File: src/rtl/oram_host_sequencer.sv
// oram_host_sequencer
// Host-side front end for the PathORAM top. Accepts one whole-block host
// request at a time, screens its address, hands the command to the ORAM top,
// then streams write beats through (or discards them for rejected writes) and
// gathers read beats into a one-entry registered host output stage.

module oram_host_sequencer #(
   parameter int ORAMU         = 32,
   parameter int ORAMB         = 512,
   parameter int FEDWidth      = 64,
   parameter int BECMDWidth    = 2,
   parameter int NumValidBlock = 1024
) (
   input  logic                  Clock,
   input  logic                  Reset,

   // host command channel
   input  logic [BECMDWidth-1:0] HostCmd,
   input  logic [ORAMU-1:0]      HostAddr,
   input  logic                  HostCmdValid,
   output logic                  HostCmdReady,

   // host write-beat channel
   input  logic [FEDWidth-1:0]   HostWData,
   input  logic                  HostWDataValid,
   output logic                  HostWDataReady,

   // host read-beat channel
   output logic [FEDWidth-1:0]   HostRData,
   output logic                  HostRDataValid,
   output logic                  HostRDataLast,
   input  logic                  HostRDataReady,

   // status
   output logic                  HostError,
   output logic [15:0]           ReqCount,

   // ORAM top command channel
   output logic [BECMDWidth-1:0] Cmd,
   output logic [ORAMU-1:0]      PAddr,
   output logic                  CmdValid,
   input  logic                  CmdReady,

   // ORAM top write-beat channel
   output logic [FEDWidth-1:0]   DataIn,
   output logic                  DataInValid,
   input  logic                  DataInReady,

   // ORAM top read-beat channel
   input  logic [FEDWidth-1:0]   ReturnData,
   input  logic                  ReturnDataValid,
   output logic                  ReturnDataReady
);

   // ------------------------------------------------------------------
   // Derived constants
   // ------------------------------------------------------------------
   localparam int Beats = ORAMB / FEDWidth;
   localparam int BeatW = (Beats > 1) ? $clog2(Beats) : 1;

   localparam logic [BeatW-1:0] LAST_BEAT  = BeatW'(Beats - 1);
   localparam logic [BeatW-1:0] BEAT_ONE   = BeatW'(1);
   localparam logic [BeatW-1:0] BEAT_ZERO  = '0;
   localparam logic [ORAMU-1:0] ADDR_LIMIT = ORAMU'(NumValidBlock);
   localparam logic [15:0]      COUNT_MAX  = 16'hFFFF;

   // FSM encoding
   localparam logic [2:0] S_IDLE  = 3'd0;
   localparam logic [2:0] S_ISSUE = 3'd1;
   localparam logic [2:0] S_WDATA = 3'd2;
   localparam logic [2:0] S_RDATA = 3'd3;
   localparam logic [2:0] S_DRAIN = 3'd4;

   // ------------------------------------------------------------------
   // State
   // ------------------------------------------------------------------
   logic [2:0]            state_reg;
   logic [2:0]            state_next;
   logic [BeatW-1:0]      beat_reg;
   logic [BeatW-1:0]      beat_next;
   logic                  last_loaded_reg;
   logic                  last_loaded_next;

   logic [BECMDWidth-1:0] cmd_reg;
   logic [ORAMU-1:0]      paddr_reg;

   logic [FEDWidth-1:0]   rdata_reg;
   logic                  rvalid_reg;
   logic                  rlast_reg;

   logic                  error_reg;
   logic [15:0]           req_count_reg;

   // ------------------------------------------------------------------
   // Decoded conditions
   // ------------------------------------------------------------------
   logic in_idle;
   logic in_issue;
   logic in_wdata;
   logic in_rdata;
   logic in_drain;

   logic addr_ok;
   logic cmd_fire;
   logic issue_fire;
   logic wdata_fire;
   logic drain_fire;
   logic rdata_load;
   logic host_take;
   logic at_last_beat;
   logic complete;

   assign in_idle  = (state_reg == S_IDLE);
   assign in_issue = (state_reg == S_ISSUE);
   assign in_wdata = (state_reg == S_WDATA);
   assign in_rdata = (state_reg == S_RDATA);
   assign in_drain = (state_reg == S_DRAIN);

   assign addr_ok      = (HostAddr < ADDR_LIMIT);
   assign at_last_beat = (beat_reg == LAST_BEAT);

   // ------------------------------------------------------------------
   // Port-level handshakes
   // ------------------------------------------------------------------
   assign HostCmdReady    = in_idle;

   // Command is held for the whole ISSUE state; state is registered, so
   // CmdValid rises exactly one cycle after the host command is accepted.
   assign CmdValid        = in_issue;
   assign Cmd             = cmd_reg;
   assign PAddr           = paddr_reg;

   // Write beats pass straight through with no buffering; DRAIN swallows them.
   assign DataIn          = HostWData;
   assign DataInValid     = in_wdata & HostWDataValid;
   assign HostWDataReady  = (in_wdata & DataInReady) | in_drain;

   // One-entry output stage: room exists when empty or being emptied this
   // cycle. Once the final beat is held nothing more is taken from the top.
   assign ReturnDataReady = in_rdata & ~last_loaded_reg & (~rvalid_reg | HostRDataReady);

   assign HostRData       = rdata_reg;
   assign HostRDataValid  = rvalid_reg;
   assign HostRDataLast   = rlast_reg;
   assign HostError       = error_reg;
   assign ReqCount        = req_count_reg;

   assign cmd_fire   = HostCmdValid & in_idle;
   assign issue_fire = in_issue & CmdReady;
   assign wdata_fire = DataInValid & DataInReady;
   assign drain_fire = in_drain & HostWDataValid;
   assign rdata_load = ReturnDataValid & ReturnDataReady;
   assign host_take  = rvalid_reg & HostRDataReady;

   // Next-state, beat-counter and completion decode for the request FSM
   always_comb begin
      state_next       = state_reg;
      beat_next        = beat_reg;
      last_loaded_next = last_loaded_reg;
      complete         = 1'b0;

      case (state_reg)
         S_IDLE: begin
            if (cmd_fire) begin
               if (addr_ok) begin
                  state_next = S_ISSUE;
               end else if (!HostCmd[1]) begin
                  // rejected write still owes us a block of beats
                  state_next = S_DRAIN;
                  beat_next  = BEAT_ZERO;
               end
            end
         end

         S_ISSUE: begin
            if (issue_fire) begin
               beat_next        = BEAT_ZERO;
               last_loaded_next = 1'b0;
               state_next       = cmd_reg[1] ? S_RDATA : S_WDATA;
            end
         end

         S_WDATA: begin
            if (wdata_fire) begin
               if (at_last_beat) begin
                  beat_next  = BEAT_ZERO;
                  state_next = S_IDLE;
                  complete   = 1'b1;
               end else begin
                  beat_next  = beat_reg + BEAT_ONE;
               end
            end
         end

         S_RDATA: begin
            if (rdata_load) begin
               beat_next = beat_reg + BEAT_ONE;
               if (at_last_beat) begin
                  last_loaded_next = 1'b1;
               end
            end
            // final beat leaves the output stage: request is done
            if (host_take && rlast_reg) begin
               beat_next        = BEAT_ZERO;
               last_loaded_next = 1'b0;
               state_next       = S_IDLE;
               complete         = 1'b1;
            end
         end

         S_DRAIN: begin
            if (drain_fire) begin
               if (at_last_beat) begin
                  beat_next  = BEAT_ZERO;
                  state_next = S_IDLE;
               end else begin
                  beat_next  = beat_reg + BEAT_ONE;
               end
            end
         end

         default: begin
            state_next       = S_IDLE;
            beat_next        = BEAT_ZERO;
            last_loaded_next = 1'b0;
         end
      endcase
   end

   // FSM state and beat counter registers
   always_ff @(posedge Clock) begin
      if (!Reset) begin
         state_reg       <= S_IDLE;
         beat_reg        <= BEAT_ZERO;
         last_loaded_reg <= 1'b0;
      end else begin
         state_reg       <= state_next;
         beat_reg        <= beat_next;
         last_loaded_reg <= last_loaded_next;
      end
   end

   // Latch command and address of an accepted in-range request
   always_ff @(posedge Clock) begin
      if (!Reset) begin
         cmd_reg   <= '0;
         paddr_reg <= '0;
      end else if (cmd_fire && addr_ok) begin
         cmd_reg   <= HostCmd;
         paddr_reg <= HostAddr;
      end
   end

   // Registered host read stage: load from the top, clear on host take
   always_ff @(posedge Clock) begin
      if (!Reset) begin
         rdata_reg  <= '0;
         rvalid_reg <= 1'b0;
         rlast_reg  <= 1'b0;
      end else if (rdata_load) begin
         rdata_reg  <= ReturnData;
         rvalid_reg <= 1'b1;
         rlast_reg  <= at_last_beat;
      end else if (host_take) begin
         rvalid_reg <= 1'b0;
         rlast_reg  <= 1'b0;
      end
   end

   // One-cycle error pulse for an accepted out-of-range command
   always_ff @(posedge Clock) begin
      if (!Reset) begin
         error_reg <= 1'b0;
      end else begin
         error_reg <= cmd_fire & ~addr_ok;
      end
   end

   // Saturating count of requests that reached the ORAM top and finished
   always_ff @(posedge Clock) begin
      if (!Reset) begin
         req_count_reg <= '0;
      end else if (complete && (req_count_reg != COUNT_MAX)) begin
         req_count_reg <= req_count_reg + 16'd1;
      end
   end

endmodule

File: config.mk
export PLATFORM = sky130hd
export DESIGN_NAME = oram_host_sequencer
export DESIGN_NICKNAME = d
export VERILOG_FILES = /design/src/rtl/oram_host_sequencer.sv
export SDC_FILE = /design/constraint.sdc
export NUM_CORES = 1
export LEC_CHECK = 0
export CORE_AREA = 5 5 136 138
export CTS_CLUSTER_DIAMETER = 30
export DETAILED_ROUTE_END_ITERATION = 7
export DIE_AREA = 0 0 141 143
export PLACE_DENSITY = 0.73
export SLEW_MARGIN = 20
export SYNTH_ARGS = -nofsm -noshare
export SYNTH_HDL_FRONTEND = slang
export SYNTH_SLANG_ARGS = --single-unit
File: constraint.sdc
create_clock -name Clock -period 3.5 [get_ports Clock]
set_input_delay 0.7 -clock Clock [delete_from_list [all_inputs] [get_ports Clock]]
set_output_delay 0.7 -clock Clock [all_outputs]
set_load 0.01 [all_outputs]
# After elaboration in Yosys (flattened, before gate mapping)
# Cells that the tools add are included.
[totals]
in_bits = 170
register_bits = 124
out_inout_bits = 186
word_cells = 87
[classes]
n_bitwise = 17
n_reduce_logical = 9
addsub = 2
magnitude_cmp = 1
eq_ne = 16
n_mux = 32
[ops]
columns = ["op", "count"]
rows = [
  ["3-bit two-way mux", 17],
  ["32-bit by 11-bit < comparator with 1-bit output, second input constant", 1],
  ["3-bit one-hot mux with 5 select lines", 2],
  ["16-bit by 1-bit adder with 16-bit output, second input constant", 1],
  ["16-bit != test, second input constant", 1],
  ["1-bit AND", 11],
  ["1-bit two-way mux", 11],
  ["2-bit by 1-bit != test with 1-bit output, second input constant", 5],
  ["7-bit AND reduction", 1],
  ["3-bit by 2-bit == test with 1-bit output, second input constant", 2],
  ["3-bit == test, second input constant", 2],
  ["3-bit by 1-bit != test with 1-bit output, second input constant", 2],
  ["6-bit AND reduction", 1],
  ["2-bit != test, second input constant", 2],
  ["1-bit inverter", 4],
  ["4-bit AND reduction", 1],
  ["3-bit by 1-bit adder with 3-bit output, second input constant", 1],
  ["3-bit by 1-bit == test with 1-bit output, second input constant", 1],
  ["1-bit logical AND", 3],
  ["3-bit logical NOT", 1],
  ["3-bit by 2-bit != test with 1-bit output, second input constant", 1],
  ["1-bit one-hot mux with 3 select lines", 1],
  ["3-bit OR reduction", 1],
  ["1-bit OR", 2],
  ["2 further kinds", 2],
]

# Logic depth before layout (Yosys ltp)
[logic_depth]
word_depth = 7
mapped_depth = 8
mapped_depth_nobuf = 6

# Worst setup path before layout
# Ideal clock, no wire load.
[synth_timing]
path_type = "input to register"
from = "in HostWDataValid"
to = "reg req_count_reg[12], in the netlist ReqCount[12]"
path_buffers = 0
arrival_time_ns = 1.909
required_time_ns = 3.385
stages = 5
setup_slack_ns = 1.476
setup_time_ns = 0.115
cell_sequence = "and4bb_1 a32oi_1 or4b_4 xnor2_1 and2_1"
[synth_via]
elab_chain_cells = 5
[synth_lines]
columns = ["element", "line", "source"]
rows = [
  ["start, declared", "25", "input logic HostWDataValid,"],
  ["1-bit AND", "135", "assign DataInValid = in_wdata & HostWDataValid;"],
  ["1-bit AND", "150", "assign wdata_fire = DataInValid & DataInReady;"],
  ["1-bit two-way mux", "184", "if (wdata_fire) begin"],
  ["1-bit one-hot mux with 2 select lines", "162", "case (state_reg)"],
  ["1-bit logical AND", "283", "end else if (complete && (req_count_reg != COUNT_MAX)) begin"],
  ["end signal, assigned", "284", "req_count_reg <= req_count_reg + 16'd1;"],
  ["end, declared", "92", "logic [15:0] req_count_reg;"],
]
# Every way passes these cells.
# A chain may end at the register's enable or synchronous reset.

# Worst setup path in the final report
[layout_timing]
from = "reg state_reg[1]"
to = "out HostWDataReady"
[layout_via]
elab_chain_cells = 3
elab_cells_between_ends = 4
classes_between = "eq/ne (2); bitwise (2)"
[layout_lines]
columns = ["element", "line", "source"]
rows = [
  ["start, declared", "77", "logic [2:0] state_reg;"],
  ["start signal, assigned", "237", "state_reg <= state_next;"],
  ["3-bit by 2-bit == test with 1-bit output", "115", "assign in_wdata = (state_reg == S_WDATA);"],
  ["1-bit AND", "136", "assign HostWDataReady = (in_wdata & DataInReady) | in_drain;"],
  ["1-bit OR (*)", "136", ""],
  ["end, declared", "26", "output logic HostWDataReady,"],
]
# Mark *: on every way between the ends. The rest lies on a longest branch, timed or not.

==> results.yml <==
finish:
  areaGrowthSynthToFinish_pct: 48.31
  antenna_cells: 0
  final_cells: 998
  largest_reg_flops: 64
  drive_above_1_share: 0.07115
  fillers: 1663
  nets: 933
  final_util: 0.4761
clock_network:
  cts_tree: "yes"
  clockBufferDepth: 2
  clkSinkCount: 124
  cts_hold_buf: 0
  cts_resized: 0
  cts_buffers: 17
  cts_setup_buffers: 0
  cts_htree_levels: 4
  clk_latency_ps: 400
  cts_root_buffer: "clkbuf_16"
  cts.reportedPaths.clkPinSlew_ps: 60
place:
  hpwl_um: 11340
  port_buffers: 227
  place_inst: 966
  gp_congestion: 0.7474
sta:
  finClkSkew_ps: 5.509
  relSlewSlack: 0.3360
  worst_pin_slew_ps: 993.9
  tns_ps: 0
  setup_violations: 0
  finalCriticalPeriod_ps: 2812
  maxSlewViolCount: 0
  hold_viol_final: 0
  clock.fmax_mhz: 355.6
  fin_crit_sh: 0.8034
  rsz0062_at_grt: "false"
power_and_ir_drop:
  p_int_mw: 2.891
  power.total_mw: 3.652
  switching_share: 0.2085
  combPwrFrac: 0.070
  pwr-share-seq: 0.392
  clockPowerShare: 0.538
  vdd_ir_drop_max_uv: 310.6
  p_leak_nw: 2.861
  p_sw_mw: 0.7616
  p_per_area_nw_per_um2: 449.8
detailed_routing:
  remaining_drc_errors: 0
  via_per_inst: 4.521
  wl_per_cell_um: 15.46
  firstDrtPassIters: 4
  ant_nets: 0
  via_count: 4512
  drt_iter0_drc: 147
  routed_wl_um: 15430
grt:
  grt.total_usage: 0.1482
  grt_pass1_vias: 4301
  overflow: 0
  grt_max_degree: 115
  antenna_found_initial: 1
  grt_pass1_wl_um: 23490
run:
  maxCapViolCount: 0
yosys:
  yosys-top-cells-area: "dfxtp_1, nand2_1, a21boi_0"
  ys_async_sr_fraction: 0
  synth_compound_area_frac: 0.1188
  synth_nets: 779
  syn_inst: 606
  syn_avg_cell_area_um2: 9.035
  syn_area_um2: 5475
  synth_ff_type: "dfxtp_1"
  synthMuxAreaShare: 0.04205
  synth_edf_count: 0
  synthSimpleGateAreaFrac: 0.2454
  synth_top_cell_area_share: 0.4534
  synthAdderAreaFrac: 0.006856
  ys_seq_area_frac: 0.4534
  yosys-top-cells-count: "nand2_1, dfxtp_1, a21boi_0, buf_4, and2_1"
  synth.most_common_cell: "nand2_1"
  synth_top_family_by_area: "simple AND/OR/NAND/NOR gates"
  yosys_warnings: 0
  yosys.area_share.xor_xnor: 0.01600
  synth_top_cell_by_area: "dfxtp_1"
  synth_cell_types: 51
  ys_seq_elements: 124
critical_path:
  critical_path_class: "flop to output pin"
  critPathCaptureType: "output pin"
  critPathLaunchType: "flop"
  cp.arrival_ps: 2110
  cp_max_fo: 13
  crit_required_ps: 2800
floorplan:
  dieHeight_um: 143
  die_x_um: 141
  fp-row-count: 48
  start_util: 0.3210
  ios: 356
  die-area_um2: 20160
  core_area_um2: 17060
status:
  status: "finished, final reports clean"
hold_path:
  min_path_type: "flop to flop"
-- critical path, stage by stage (launching register included) --
cell and delay (ps):
dfxtp_1 590, nor2b_1 260, nand2_1 70, a21oi_1 170
clkdlybuf4s50_1 620
-- cell families after synthesis --
logic type / after synthesis
simple gates: 259
xor+xnor: 10
compound gates: 87
fa+ha+maj: 3
buf+inv: 100
mux: 23
flops: 124
-- stage by stage --
stage	instance area, um2	hold slack (ps)	worst slack [ps]
2_1_floorplan	5475	437.4	1476
3_3_place_gp	7456	442.0	675.0
3_5_place_dp	7456	444.6	667.7
4_1_cts	8120	460.7	626.7
5_1_grt	8120	468.3	521.9
6_report	8120	456.3	688.0
-- final cells by class --
cell class | count | area (um2) | share of cell area
Timing Repair Buffer | 232 | 2330 | 0.2869
Multi-Input combinational cell | 382 | 2351 | 0.2895
Clock inverter | 13 | 211.5 | 0.02604
Sequential cell | 124 | 2482 | 0.3057
Tap cell | 225 | 281.5 | 0.03467
Inverter | 3 | 11.26 | 0.001387
Clock buffer | 19 | 452.9 | 0.05578
-- power groups by stage --
stage | combinational (mW) | clock, mW | sequential [mW]
2_1_floorplan | 0.181 | 0 | 1.45
3_3_place_gp | 0.258 | 0 | 1.46
3_5_place_dp | 0.260 | 0 | 1.46
4_1_cts | 0.261 | 2.03 | 1.43
5_1_grt | 0.274 | 2.09 | 1.43
6_report | 0.256 | 1.97 | 1.43
-- cells in the final DEF, fill, tap and decap left out, types with 3 or more instances in the layout --
cell type	netlist	final
inv_1	3	3
buf_4	66	3
and2_1	33	32
bufinv_16	0	5
xor2_1	7	7
nand2b_1	8	8
clkbuf_16	0	17
and3_1	5	5
mux2i_1	23	23
nand4_1	5	5
nor2_1	6	6
xnor2_1	3	3
ha_1	3	3
nor2b_1	15	15
nor4_2	3	3
nand3_1	10	10
clkdlybuf4s50_1	0	226
nor4_4	3	3
nor4_1	5	5
o21ai_0	3	3
dfxtp_1	124	124
nand2_1	149	149
clkinvlp_4	0	4
a21boi_0	66	66
a21oi_1	3	3
-- path summary, 6_finish.rpt --
| check | end | depth (start not counted) | from | slack (ps) |
|---|---|---|---|---|
| setup / recovery | HostWDataReady | 4 | state_reg[1] | 690 |
| hold / removal | PAddr[29] | 1 | PAddr[29] | 460 |
| setup reg to reg | ReqCount[6] | 6 | state_reg[0] | 1350 |
| hold reg to reg | PAddr[29] | 1 | PAddr[29] | 460 |
-- layer usage --
layer	GRT usage	up-vias	wire length, um
met5	0	-	14
met4	0.07598	2	560
met3	0.06497	50	1393
met2	0.2366	165	7220
met1	0.1690	2045	6237
li1	-	2250	-
Power figures use the tool's default switching activity.
